--- src/rtl/obi_mem_arbiter_if.sv ---
// OBI request/response bundle shared by the two requesters and the memory
// side of obi_mem_arbiter. "master" is the side that issues requests and
// "slave" is the side that grants them and returns responses.
interface obi_mem_arbiter_if #(
    parameter int unsigned ADDR_WIDTH = 32,
    parameter int unsigned DATA_WIDTH = 32
);
    logic                    req;
    logic [ADDR_WIDTH-1:0]   addr;
    logic                    we;
    logic [DATA_WIDTH/8-1:0] be;
    logic [DATA_WIDTH-1:0]   wdata;
    logic                    gnt;
    logic                    rvalid;
    logic [DATA_WIDTH-1:0]   rdata;

    modport master (output req, addr, we, be, wdata, input gnt, rvalid, rdata);
    modport slave  (input req, addr, we, be, wdata, output gnt, rvalid, rdata);
endinterface

--- src/rtl/obi_mem_arbiter.sv ---
// Two-to-one OBI arbiter: instruction fetch (requester 0) and LSU
// (requester 1) share one memory port. Round-robin selection, lock while a
// request waits for grant, and an in-order owner queue that steers each
// response back to the requester that issued it.
// Optional macro OBI_ARB_PROTO_CHECK_EN enables the sticky protocol_err_o
// flag (stray rvalid, or locked requester dropping req / changing addr).
// The instr port's we/be/wdata are ignored: fetches always go out as
// full-word reads.
module obi_mem_arbiter #(
    parameter int unsigned ADDR_WIDTH      = 32,
    parameter int unsigned DATA_WIDTH      = 32,
    parameter int unsigned MAX_OUTSTANDING = 2
) (
    input  logic               clk_i,
    input  logic               rst_ni,
    obi_mem_arbiter_if.slave   instr_bus,
    obi_mem_arbiter_if.slave   data_bus,
    obi_mem_arbiter_if.master  mem_bus,
    output logic               protocol_err_o
);
    localparam int unsigned PTR_W = (MAX_OUTSTANDING > 1) ? $clog2(MAX_OUTSTANDING) : 1;
    localparam int unsigned CNT_W = $clog2(MAX_OUTSTANDING + 1);

    localparam logic [0:0] ST_IDLE   = 1'b0;
    localparam logic [0:0] ST_LOCKED = 1'b1;
    localparam logic       SRC_INSTR = 1'b0;
    localparam logic       SRC_DATA  = 1'b1;

    localparam logic [CNT_W-1:0] CNT_MAX  = CNT_W'(MAX_OUTSTANDING);
    localparam logic [PTR_W-1:0] PTR_LAST = PTR_W'(MAX_OUTSTANDING - 1);

    logic [0:0]                 state_q, state_d;
    logic                       locked_src_q, locked_src_d;
    logic                       rr_ptr_q, rr_ptr_d;
    logic [CNT_W-1:0]           count_q, count_d, count_after_pop_s;
    logic [PTR_W-1:0]           wr_ptr_q, wr_ptr_d, rd_ptr_q, rd_ptr_d;
    logic [MAX_OUTSTANDING-1:0] owner_q;
    logic                       err_q, err_d;

    logic pop_s, push_s, full_s, head_s;
    logic sel_s, sel_req_s, req_out_s, accept_s;
    logic locked_req_s, lock_violation_s;
    logic [ADDR_WIDTH-1:0] sel_addr_s;

`ifdef OBI_ARB_PROTO_CHECK_EN
    logic [ADDR_WIDTH-1:0] locked_addr_q, locked_addr_d;
`endif

    // Arbitration and handshake decode: queue occupancy, lock release, selection.
    always_comb begin
        pop_s             = mem_bus.rvalid && (count_q != {CNT_W{1'b0}});
        head_s            = owner_q[rd_ptr_q];
        count_after_pop_s = count_q - CNT_W'(pop_s);
        // A slot freed by this cycle's response may be reused immediately.
        full_s            = (count_after_pop_s == CNT_MAX);

        locked_req_s = locked_src_q ? data_bus.req : instr_bus.req;
`ifdef OBI_ARB_PROTO_CHECK_EN
        lock_violation_s = (state_q == ST_LOCKED) &&
                           (!locked_req_s ||
                            ((locked_src_q ? data_bus.addr : instr_bus.addr) != locked_addr_q));
`else
        // Withdrawn request still releases the lock so the port cannot hang.
        lock_violation_s = (state_q == ST_LOCKED) && !locked_req_s;
`endif

        if ((state_q == ST_LOCKED) && !lock_violation_s) begin
            sel_s = locked_src_q;
        end else if (instr_bus.req && data_bus.req) begin
            sel_s = rr_ptr_q;
        end else if (data_bus.req) begin
            sel_s = SRC_DATA;
        end else begin
            sel_s = SRC_INSTR;
        end

        sel_req_s  = sel_s ? data_bus.req : instr_bus.req;
        sel_addr_s = sel_s ? data_bus.addr : instr_bus.addr;
        req_out_s  = rst_ni && sel_req_s && !full_s;
        accept_s   = req_out_s && mem_bus.gnt;
        push_s     = accept_s;
    end

    // Next-state computation for FSM, round-robin pointer, queue and error flag.
    always_comb begin
        state_d      = state_q;
        locked_src_d = locked_src_q;
        rr_ptr_d     = rr_ptr_q;
        if (accept_s) begin
            state_d  = ST_IDLE;
            rr_ptr_d = ~sel_s;
        end else if (req_out_s) begin
            state_d      = ST_LOCKED;
            locked_src_d = sel_s;
        end else begin
            state_d = ST_IDLE;
        end

        count_d = count_after_pop_s + CNT_W'(push_s);

        if (push_s) begin
            wr_ptr_d = (wr_ptr_q == PTR_LAST) ? {PTR_W{1'b0}} : wr_ptr_q + PTR_W'(1);
        end else begin
            wr_ptr_d = wr_ptr_q;
        end
        if (pop_s) begin
            rd_ptr_d = (rd_ptr_q == PTR_LAST) ? {PTR_W{1'b0}} : rd_ptr_q + PTR_W'(1);
        end else begin
            rd_ptr_d = rd_ptr_q;
        end

`ifdef OBI_ARB_PROTO_CHECK_EN
        locked_addr_d = (req_out_s && !mem_bus.gnt) ? sel_addr_s : locked_addr_q;
        err_d = err_q ||
                (mem_bus.rvalid && (count_q == {CNT_W{1'b0}})) ||
                lock_violation_s;
`else
        err_d = 1'b0;
`endif
    end

    // State registers, cleared asynchronously.
    always_ff @(posedge clk_i or negedge rst_ni) begin
        if (!rst_ni) begin
            state_q       <= ST_IDLE;
            locked_src_q  <= SRC_INSTR;
            rr_ptr_q      <= SRC_INSTR;
            count_q       <= {CNT_W{1'b0}};
            wr_ptr_q      <= {PTR_W{1'b0}};
            rd_ptr_q      <= {PTR_W{1'b0}};
            owner_q       <= {MAX_OUTSTANDING{1'b0}};
            err_q         <= 1'b0;
`ifdef OBI_ARB_PROTO_CHECK_EN
            locked_addr_q <= {ADDR_WIDTH{1'b0}};
`endif
        end else begin
            state_q      <= state_d;
            locked_src_q <= locked_src_d;
            rr_ptr_q     <= rr_ptr_d;
            count_q      <= count_d;
            wr_ptr_q     <= wr_ptr_d;
            rd_ptr_q     <= rd_ptr_d;
            err_q        <= err_d;
            if (push_s) begin
                owner_q[wr_ptr_q] <= sel_s;
            end
`ifdef OBI_ARB_PROTO_CHECK_EN
            locked_addr_q <= locked_addr_d;
`endif
        end
    end

    // Memory side mirrors the selected requester; fetches are full-word reads.
    assign mem_bus.req   = req_out_s;
    assign mem_bus.addr  = rst_ni ? sel_addr_s : {ADDR_WIDTH{1'b0}};
    assign mem_bus.we    = rst_ni && sel_s && data_bus.we;
    assign mem_bus.be    = !rst_ni ? {(DATA_WIDTH/8){1'b0}} :
                           (sel_s ? data_bus.be : {(DATA_WIDTH/8){1'b1}});
    assign mem_bus.wdata = (rst_ni && sel_s) ? data_bus.wdata : {DATA_WIDTH{1'b0}};

    assign instr_bus.gnt = accept_s && (sel_s == SRC_INSTR);
    assign data_bus.gnt  = accept_s && (sel_s == SRC_DATA);

    // Responses go to the owner at the queue head; data is broadcast.
    assign instr_bus.rvalid = pop_s && (head_s == SRC_INSTR);
    assign data_bus.rvalid  = pop_s && (head_s == SRC_DATA);
    assign instr_bus.rdata  = rst_ni ? mem_bus.rdata : {DATA_WIDTH{1'b0}};
    assign data_bus.rdata   = rst_ni ? mem_bus.rdata : {DATA_WIDTH{1'b0}};

    assign protocol_err_o = err_q;
endmodule

--- src/flat_wrapper.sv ---
// flat-port wrapper written by rule: the top's interface ports become plain ports
module obi_mem_arbiter_flat 
#(
    parameter int unsigned ADDR_WIDTH      = 32,
    parameter int unsigned DATA_WIDTH      = 32,
    parameter int unsigned MAX_OUTSTANDING = 2
)
  (clk_i, rst_ni, protocol_err_o, instr_bus_req, instr_bus_addr, instr_bus_we, instr_bus_be, instr_bus_wdata, instr_bus_gnt, instr_bus_rvalid, instr_bus_rdata, data_bus_req, data_bus_addr, data_bus_we, data_bus_be, data_bus_wdata, data_bus_gnt, data_bus_rvalid, data_bus_rdata, mem_bus_req, mem_bus_addr, mem_bus_we, mem_bus_be, mem_bus_wdata, mem_bus_gnt, mem_bus_rvalid, mem_bus_rdata);
  obi_mem_arbiter_if #(.ADDR_WIDTH(ADDR_WIDTH), .DATA_WIDTH(DATA_WIDTH)) instr_bus_i ();
  obi_mem_arbiter_if #(.ADDR_WIDTH(ADDR_WIDTH), .DATA_WIDTH(DATA_WIDTH)) data_bus_i ();
  obi_mem_arbiter_if #(.ADDR_WIDTH(ADDR_WIDTH), .DATA_WIDTH(DATA_WIDTH)) mem_bus_i ();
  input  logic clk_i;
  input  logic rst_ni;
  output logic protocol_err_o;
  input wire logic [$bits(instr_bus_i.req)-1:0] instr_bus_req;
  input wire logic [$bits(instr_bus_i.addr)-1:0] instr_bus_addr;
  input wire logic [$bits(instr_bus_i.we)-1:0] instr_bus_we;
  input wire logic [$bits(instr_bus_i.be)-1:0] instr_bus_be;
  input wire logic [$bits(instr_bus_i.wdata)-1:0] instr_bus_wdata;
  output wire logic [$bits(instr_bus_i.gnt)-1:0] instr_bus_gnt;
  output wire logic [$bits(instr_bus_i.rvalid)-1:0] instr_bus_rvalid;
  output wire logic [$bits(instr_bus_i.rdata)-1:0] instr_bus_rdata;
  input wire logic [$bits(data_bus_i.req)-1:0] data_bus_req;
  input wire logic [$bits(data_bus_i.addr)-1:0] data_bus_addr;
  input wire logic [$bits(data_bus_i.we)-1:0] data_bus_we;
  input wire logic [$bits(data_bus_i.be)-1:0] data_bus_be;
  input wire logic [$bits(data_bus_i.wdata)-1:0] data_bus_wdata;
  output wire logic [$bits(data_bus_i.gnt)-1:0] data_bus_gnt;
  output wire logic [$bits(data_bus_i.rvalid)-1:0] data_bus_rvalid;
  output wire logic [$bits(data_bus_i.rdata)-1:0] data_bus_rdata;
  output wire logic [$bits(mem_bus_i.req)-1:0] mem_bus_req;
  output wire logic [$bits(mem_bus_i.addr)-1:0] mem_bus_addr;
  output wire logic [$bits(mem_bus_i.we)-1:0] mem_bus_we;
  output wire logic [$bits(mem_bus_i.be)-1:0] mem_bus_be;
  output wire logic [$bits(mem_bus_i.wdata)-1:0] mem_bus_wdata;
  input wire logic [$bits(mem_bus_i.gnt)-1:0] mem_bus_gnt;
  input wire logic [$bits(mem_bus_i.rvalid)-1:0] mem_bus_rvalid;
  input wire logic [$bits(mem_bus_i.rdata)-1:0] mem_bus_rdata;
  assign instr_bus_i.req = instr_bus_req;
  assign instr_bus_i.addr = instr_bus_addr;
  assign instr_bus_i.we = instr_bus_we;
  assign instr_bus_i.be = instr_bus_be;
  assign instr_bus_i.wdata = instr_bus_wdata;
  assign instr_bus_gnt = instr_bus_i.gnt;
  assign instr_bus_rvalid = instr_bus_i.rvalid;
  assign instr_bus_rdata = instr_bus_i.rdata;
  assign data_bus_i.req = data_bus_req;
  assign data_bus_i.addr = data_bus_addr;
  assign data_bus_i.we = data_bus_we;
  assign data_bus_i.be = data_bus_be;
  assign data_bus_i.wdata = data_bus_wdata;
  assign data_bus_gnt = data_bus_i.gnt;
  assign data_bus_rvalid = data_bus_i.rvalid;
  assign data_bus_rdata = data_bus_i.rdata;
  assign mem_bus_req = mem_bus_i.req;
  assign mem_bus_addr = mem_bus_i.addr;
  assign mem_bus_we = mem_bus_i.we;
  assign mem_bus_be = mem_bus_i.be;
  assign mem_bus_wdata = mem_bus_i.wdata;
  assign mem_bus_i.gnt = mem_bus_gnt;
  assign mem_bus_i.rvalid = mem_bus_rvalid;
  assign mem_bus_i.rdata = mem_bus_rdata;
  obi_mem_arbiter #(.ADDR_WIDTH(ADDR_WIDTH), .DATA_WIDTH(DATA_WIDTH), .MAX_OUTSTANDING(MAX_OUTSTANDING)) u_core (.clk_i(clk_i), .rst_ni(rst_ni), .instr_bus(instr_bus_i), .data_bus(data_bus_i), .mem_bus(mem_bus_i), .protocol_err_o(protocol_err_o));
endmodule
--- config.mk ---
export PLATFORM = sky130hd
export DESIGN_NAME = obi_mem_arbiter_flat
export DESIGN_NICKNAME = d
export VERILOG_FILES = /design/src/rtl/obi_mem_arbiter_if.sv /design/src/rtl/obi_mem_arbiter.sv /design/src/flat_wrapper.sv
export SDC_FILE = /design/constraint.sdc
export NUM_CORES = 1
export LEC_CHECK = 0
export ABC_AREA = 1
export BUFFER_PORTS_ARGS = -buffer_cell sky130_fd_sc_hd__buf_2
export CAP_MARGIN = 20
export CORE_AREA = 10 10 114 116
export DETAILED_ROUTE_END_ITERATION = 6
export DIE_AREA = 0 0 124 126
export PLACE_DENSITY = 0.63
export SETUP_SLACK_MARGIN = 0.2
export SLEW_MARGIN = 20
export SYNTH_ARGS = -nofsm -noshare
export SYNTH_HDL_FRONTEND = slang
export SYNTH_SLANG_ARGS = --single-unit
--- constraint.sdc ---
create_clock -name clk_i -period 3.7 [get_ports clk_i]
set_clock_uncertainty 0.1 [all_clocks]
set_input_delay 0.925 -clock clk_i [delete_from_list [all_inputs] [get_ports clk_i]]
set_output_delay 0.925 -clock clk_i [all_outputs]
set_load 0.01 [all_outputs]
==> results of run 1 <==
==> power breakdown <==
group	switching, W	total (W)	internal, W
Sequential	0.0000276	0.000172	0.000144
Clock	0.0000405	0.000116	0.0000753
Combinational	0.000376	0.000627	0.000251
Total	0.000444	0.000915	0.000471
==> flip-flops by register name, summed over array words and instances (netlist names) <==
| register | flops |
|---|---|
| u_core.locked_src_q | 1 |
| u_core.count_q | 2 |
| u_core.rr_ptr_q | 1 |
| u_core.rd_ptr_q | 1 |
| u_core.owner_q | 2 |
| u_core.state_q | 1 |
| u_core.wr_ptr_q | 1 |
==> cells in the final DEF (no fill, tap or decap), types with 2 or more instances in the layout <==
cell / Yosys / final
buf_2: 4 / 276
buf_4: 39 / 4
clkbuf_8: 0 / 3
dfrtp_1: 9 / 9
inv_1: 81 / 81
nand2_1: 50 / 50
nand2_4: 2 / 2
nand4_1: 3 / 3
nor2_1: 103 / 103
nor2_2: 2 / 2
o21ai_0: 18 / 18
o21ai_1: 22 / 22
==> worst max-delay path by stage <==
stage | startpoint | end | slack (ps) | depth (start not counted)
5_1_grt | mem_bus_rvalid | data_bus_gnt | 200 | 8
3_3_place_gp | mem_bus_rvalid | instr_bus_gnt | 370 | 8
2_1_floorplan | mem_bus_rvalid | data_bus_gnt | 640 | 6
6_report | mem_bus_rvalid | instr_bus_gnt | 360 | 8
3_5_place_dp | mem_bus_rvalid | instr_bus_gnt | 350 | 8
4_1_cts | mem_bus_rvalid | instr_bus_gnt | 340 | 8
==> synthesized netlist by cell type (all sizes together) <==
master | n | area (um^2)
dfrtp | 9 | 225
clkbuf | 5 | 20.0
inv | 83 | 314
o21ai | 40 | 200
nand3 | 3 | 32.5
buf | 46 | 354
conb | 1 | 3.75
a31oi | 1 | 6.26
nand3b | 1 | 7.51
nor2 | 106 | 419
nand4 | 3 | 18.8
xor2 | 2 | 25.0
or2 | 1 | 6.26
ha | 1 | 12.5
nand2 | 52 | 210
==> per-stage QoR <==
stage / setup WS, ps / power (W) / hold WS (ps) / utilization, % / instances
6_report: 355 / 0.000915 / 372 / 29.3 / 728
5_1_grt: 205 / 0.00101 / 412 / 29.3 / 728
4_1_cts: 345 / 0.000936 / 382 / 29.3 / 728
3_5_place_dp: 353 / 0.000816 / 371 / 28.9 / 724
3_3_place_gp: 370 / 0.000807 / 367 / 28.9 / 724
2_1_floorplan: 638 / 0.000589 / 341 / - / 354
==> worst min-delay path: stages (launching register included) <==
cell and delay [ps]:
dfrtp_1 340, nand2_1 50, nand2_1 50
==> per-layer routing <==
layer | wire length, um | up-vias | GRT usage, %
met2 | 4900 | 179 | 21.4
li1 | - | 1450 | -
met3 | 1480 | 0 | 4.33
met5 | 0 | - | 0
met1 | 3470 | 1155 | 10.5
met4 | 0 | 0 | 1.22
==> layout make-up <==
class                           instances  area share (%)
Multi-Input combinational cell        211            30.1
Inverter                               83            10.0
Clock buffer                            4            1.44
Sequential cell                         9            7.19
Tap cell                              140            5.59
Timing Repair Buffer                  281            45.7
==> cells by family (layout without fill, tap and decap cells) <==
logic type	Yosys count	count (layout)	synth area share [%]
other	1	1	0.202
adders and majority gates	1	1	0.674
and+or+nand+nor	166	166	37.4
DFF	9	9	12.1
AOI/OAI and AO/OA	41	41	11.1
buffers and inverters	134	368	37.1
xor gates and xnor gates	2	2	1.35
==> impl_metrics.tcl, run 1 <==
set metrics [dict create \
    initial_core_util_pct 17.3 \
    cts-htree-levels 1 \
    cts_made_buffers 3 \
    cts.sinks 9 \
    synth_nets 531 \
    ys_seq_area_share_pct 12.1 \
    hold_viol 0 \
    hpwl_um 8700 \
    num_rows 38 \
    wl_per_cell_um 13.5 \
    dpl-instance-area_mm2 0.00309 \
    syn_avg_cell_area_um2 5.24 \
    multi_input_comb_area_um2 942 \
    path_delay_family "simple AND/OR/NAND/NOR gates" \
    yosys.cell_types.count 28 \
    diodes 0 \
    timing.critical_path.mode_cell "buf_2" \
    worstSetupPathType "primary input to output port" \
    yosysWarnings 0 \
    drtAntennaViolNets 0 \
    critPathMaxStageDelay_ps 360 \
    grt_max_degree 46 \
    hold_class "register to register" \
    holdPathEnd "u_core.owner_q[1]" \
    register_area_um2 225 \
    rsz0062_at_grt "no" \
    die-area_mm2 0.0156 \
    drt_wl_total_um 9850 \
    p_leak_nw 2.35 \
    grt_pass1_wl_um 13900 \
    min_period_ps 3340 \
    cts_tree "built" \
    clk_pin_slew_worst_paths_ps 50 \
    required_ps 2670 \
    setup_viol 0 \
    outcome "complete, no violations" \
    cts-hold-fix-buffers 0 \
    vias 2784 \
    max_freq_mhz 299 \
    r2r_start "u_core.count_q[1]" \
    min-delay-start "u_core.owner_q[1]" \
    gr-total-overflow 0 \
    path_buf_inv 3 \
    portBuffers 276 \
    die_h_um 126 \
    first_iter_violations 57 \
    maxCapViolations 0 \
    synth_area_mm2 0.00186 \
    firstDrtPassIters 4 \
    hold_path_depth 2 \
    clock_path_buffers 2 \
    core-area_mm2 0.0107 \
    postCtsSetupBuffers 0 \
    synth_seq_cells 9 \
    vias_per_cell 3.82 \
    min_period_over_period_pct 90.4 \
    worst_setup_path_end_kind "output port" \
    syn-instance-count 354 \
    path_cells "buf_2 -> o21ai_1 -> inv_1 -> ha_1 -> nand3_1 -> nand3_4 -> nor2_1 -> buf_2" \
    startpoint_type "primary input" \
    critPathMaxFanout 8 \
    crit_slowest_cell "ha_1" \
    reg2reg_depth 6 \
    finalMaxSlewViolations 0 \
    layout.nets 766 \
    drive_gt1_share_pct 50.2 \
    syn_to_final_growth_pct 68.8 \
    critPathArrivalTime_ps 2320 \
    fin_area_mm2 0.00313 \
    clkLatencyLatePin_ps 230 \
    grt_pass1_vias 2841 \
    max-vdd-ir-drop_mv 0.123 \
    die_w_um 124 \
    root_buffer "clkbuf_8" \
    drc 0 \
    r2r_end "u_core.count_q[0]" \
    gp_congestion 0.741 \
    fillerInstances 1266 \
    cts_resized 0 \
    antenna_found_initial 0 \
    tns_ps 0 \
    grtUsageTotal_pct 10.9 \
    regToRegSetupSlack_ps 1760 \
    power_density_mw_per_mm2 292 \
    ios 315 \
]
(Power assumes the default switching activity.)
==> run 2, diff against run 1 <==
CORE_AREA = 10 10 115 117   (was 10 10 114 116)
DIE_AREA = 0 0 125 127   (was 0 0 124 126)
PLACE_DENSITY = 0.62   (was 0.63)
clock period = 3.2 ns   (was 3.7 ns; I/O delays follow)
==> impl_metrics.tcl, run 2 (same netlist as run 1, synthesis figures left out) <==
set metrics [dict create \
    outcome "complete, no violations" \
    hold_viol 0 \
    crit_slowest_cell "nand2_4" \
    grtUsageTotal_pct 11.1 \
    diodes 0 \
    antenna_found_initial 0 \
    grt_pass1_vias 2787 \
    worstSetupPathType "primary input to output port" \
    rsz0062_at_grt "no" \
    fin_ws_ps 392 \
    path_buf_inv 3 \
    cts_made_buffers 3 \
    first_iter_violations 108 \
    layout.nets 767 \
    multi_input_comb_area_um2 947 \
    critPathArrivalTime_ps 1910 \
    max_freq_mhz 356 \
    final_cells 732 \
    numPlacedInstances 728 \
    cts-htree-levels 1 \
    syn_to_final_growth_pct 73.6 \
    min_period_ps 2810 \
    layout_commonest_cell "buf_2" \
    gp_congestion 0.794 \
    worst_setup_path_end_kind "output port" \
    cts_tree "built" \
    firstDrtPassIters 4 \
    finalHoldWorstSlack_ps 351 \
    grt_pass1_wl_um 14800 \
    vias_per_cell 3.81 \
    drtAntennaViolNets 0 \
    postCtsSetupBuffers 0 \
    fin_area_mm2 0.00322 \
    clock_path_buffers 2 \
    largestRegisters "u_core.count_q: 2 flops, u_core.owner_q: 2 flops" \
    hpwl_um 8760 \
    finalMaxSlewViolations 0 \
    startpoint_type "primary input" \
    dpl-instance-area_mm2 0.00314 \
    path_cells "buf_2 -> nand3_2 -> nand2_4 -> inv_4 -> nand2_4 -> nor2_1 -> buf_2" \
    drc 0 \
    hold_class "primary input to asynchronous set/reset pin" \
    drt_wl_total_um 9910 \
    wl_per_cell_um 13.5 \
    final_cell_mix "buf_2, nor2_1, inv_1" \
    portBuffers 276 \
    power_density_mw_per_mm2 365 \
    drive_gt1_share_pct 50.4 \
    critPathMaxStageDelay_ps 250 \
    maxCapViolations 0 \
    clk_pin_slew_worst_paths_ps 40 \
    place_ws_ps 318 \
    min_period_over_period_pct 87.7 \
    vias 2786 \
    regToRegSetupSlack_ps 1410 \
    critPathMaxFanout 33 \
    die_w_um 125 \
    clkLatencyLatePin_ps 230 \
    register_area_um2 225 \
    gr-total-overflow 0 \
    ios 315 \
    r2r_start "u_core.count_q[1]" \
    die-area_mm2 0.0159 \
    crit_start "instr_bus_req" \
    setup_viol 0 \
    required_ps 2300 \
    cts.sinks 9 \
    root_buffer "clkbuf_16" \
    num_rows 39 \
    path_delay_family "simple AND/OR/NAND/NOR gates" \
    tns_ps 0 \
    max-vdd-ir-drop_mv 0.240 \
    die_h_um 127 \
    initial_core_util_pct 16.7 \
    p_leak_nw 2.39 \
    core-area_mm2 0.0111 \
    grt_max_degree 43 \
    fillerInstances 1275 \
]
run 2: metal layers:
metal  global-route usage, %  up-vias  share of wire (%)
met2                    19.4      180                 48
met3                    4.47        2                 12
met4                    1.63        0               0.27
li1                        -     1452                  -
met5                       0        -                  0
met1                    12.8     1152                 40
run 2: worst paths after layout:
path | depth (start not counted) | endpoint
max reg2reg | 9 | u_core.owner_q[0]
min in group clk_i | 2 | u_core.owner_q[1]
min | 1 | u_core.count_q[0]
max | 7 | mem_bus_wdata[30]
max in group asynchronous | 2 | u_core.locked_src_q
min reg2reg | 2 | u_core.owner_q[1]
run 2: through the flow:
stage	total power, W	util [%]
final	0.00117	28.9
after global routing	0.00130	28.9
after CTS	0.00119	28.9
after detailed placement	0.000965	28.2
after global placement	0.000958	28.2
after floorplan	0.000681	-
run 2: where the power goes:
group | internal, W | switching, W
Combinational | 0.000313 | 0.000441
Sequential | 0.000167 | 0.0000336
Clock | 0.000166 | 0.0000536
run 2: repair_timing:
action / in CTS / in global routing
hold buffers: 0 / 0
resized for setup: 0 / 1
endpoints found under the setup margin: 0 / 2
endpoints found under the hold margin: 0 / 0
run 2: layout make-up:
cell class / count / share of cell area [%]
Inverter: 83 / 9.75
Sequential cell: 9 / 6.99
Multi-Input combinational cell: 211 / 29.4
Timing Repair Buffer: 282 / 45.8
Tap cell: 143 / 5.56
Clock buffer: 4 / 2.45
==> run 3, diff against run 2 <==
SETUP_SLACK_MARGIN = 0.4   (was 0.2)
==> impl_metrics.tcl, run 3 (same netlist as run 1, synthesis figures left out) <==
set metrics [dict create \
    root_buffer "clkbuf_16" \
    rsz0062_at_grt "no" \
    antenna_found_initial 0 \
    min_period_ps 2680 \
    cts-hold-fix-buffers 0 \
    diodes 0 \
    largestRegisters "u_core.count_q: 2 flops, u_core.owner_q: 2 flops" \
    cts.sinks 9 \
    startpoint_type "primary input" \
    power_density_mw_per_mm2 388 \
    syn_to_final_growth_pct 78.4 \
    die_h_um 127 \
    fillerInstances 1261 \
    drtAntennaViolNets 0 \
    first_iter_violations 84 \
    grt_max_degree 34 \
    required_ps 2300 \
    numPlacedInstances 729 \
    hpwl_um 8670 \
    worst_setup_path_end_kind "output port" \
    vias 2802 \
    wl_per_cell_um 13.7 \
    critPathMaxFanout 4 \
    grtUsageTotal_pct 11.2 \
    max-vdd-ir-drop_mv 0.223 \
    critPathArrivalTime_ps 1780 \
    grt_pass1_wl_um 15100 \
    firstDrtPassIters 4 \
    vias_per_cell 3.78 \
    tns_ps 0 \
    setup_viol 0 \
    initial_core_util_pct 16.7 \
    grt_pass1_vias 2881 \
    die-area_mm2 0.0159 \
    min_period_over_period_pct 83.7 \
    max_freq_mhz 373 \
    drt_wl_total_um 10100 \
    clkLatencyLatePin_ps 230 \
    clk_pin_slew_worst_paths_ps 40 \
    outcome "complete, no violations" \
    final_cell_mix "buf_2, nor2_1, inv_1" \
    hold_viol 0 \
    gr-total-overflow 0 \
    maxCapViolations 0 \
    cts-htree-levels 1 \
    portBuffers 276 \
    finalMaxSlewViolations 0 \
    cts_tree "built" \
    core-area_mm2 0.0111 \
    worstSetupPathType "primary input to output port" \
    layout.nets 776 \
    drive_gt1_share_pct 52.0 \
    p_leak_nw 2.41 \
    gp_congestion 0.788 \
    final_cells 741 \
    hold_class "register to register" \
    cts_made_buffers 3 \
    num_rows 39 \
    die_w_um 125 \
    ios 315 \
    layout_commonest_cell "buf_2" \
    clock_path_buffers 2 \
    drc 0 \
]
run 3: changes by cell type in the layout (fill, tap and decap cells not counted), sizes merged:
cell	delta
inv	+1
buf	+8
run 3: through the flow:
step | total power (W) | hold WS, ps | utilization, % | instance area [um^2] | worst slack [ps]
detailed placement | 0.000959 | 370 | 27.9 | 3100 | 162
finish | 0.00129 | 381 | 29.8 | 3310 | 522
floorplan | 0.000687 | 341 | - | 1860 | 473
CTS | 0.00122 | 380 | 29.0 | 3230 | 398
global route | 0.00141 | 421 | 29.8 | 3310 | 410
global placement | 0.000946 | 363 | 27.9 | 3100 | 216
run 3: final cells by class:
cell class | instances | area [um^2] | area share (%)
clock buffer | 4 | 78.8 | 2.38
multi-input combinational | 211 | 1000 | 30.2
sequential | 9 | 225 | 6.80
tap | 143 | 179 | 5.40
timing repair buffer | 290 | 1490 | 45.1
timing repair inverter | 1 | 8.76 | 0.265
inverter | 83 | 324 | 9.79
run 3: final timing paths:
path | endpoint | slack, ps | cells after the start | startpoint
worst max-delay path | data_bus_gnt | 520 | 10 | mem_bus_rvalid
min in group asynchronous | u_core.locked_src_q | 590 | 2 | rst_ni
worst min-delay path | u_core.owner_q[1] | 380 | 2 | u_core.owner_q[1]
worst min register to register | u_core.owner_q[1] | 380 | 2 | u_core.owner_q[1]
max in group asynchronous | u_core.wr_ptr_q | 2160 | 2 | rst_ni
worst max register to register | u_core.locked_src_q | 1380 | 8 | u_core.count_q[1]
run 3: report_power, final:
| group | switching, W | leakage (nW) | total [W] | internal, W |
|---|---|---|---|---|
| combinational | 0.000490 | 2.26 | 0.000860 | 0.000370 |
| clock | 0.0000517 | 0.0382 | 0.000218 | 0.000166 |
| sequential | 0.0000404 | 0.111 | 0.000208 | 0.000167 |
run 3: routing by layer:
metal / vias to the layer above / GRT usage (%) / wire length [um] / part of all wire [%]
li1: 1475 / - / - / -
met1: 1151 / 12.2 / 4000 / 39
met2: 174 / 20.1 / 4830 / 48
met3: 2 / 5.50 / 1300 / 13
met4: 0 / 1.02 / 27 / 0.27
met5: - / 0 / 0 / 0
run 3: what timing repair did:
item / in CTS / in global routing
cloned: 0 / 1
gates resized for setup: 8 / 7
endpoints found under the hold margin: 0 / 0
setup endpoints to repair: 55 / 63
setup buffers: 2 / 5
pin swaps: 1 / 1
run 3: worst max-delay path, stage by stage:
cell     delay, ps
buf_2          110
o21ai_4         80
inv_2           70
ha_4           160
inv_1           70
nand2_2         70
nand3_4         80
nand3_4        100
nor2_1          90
buf_2          130
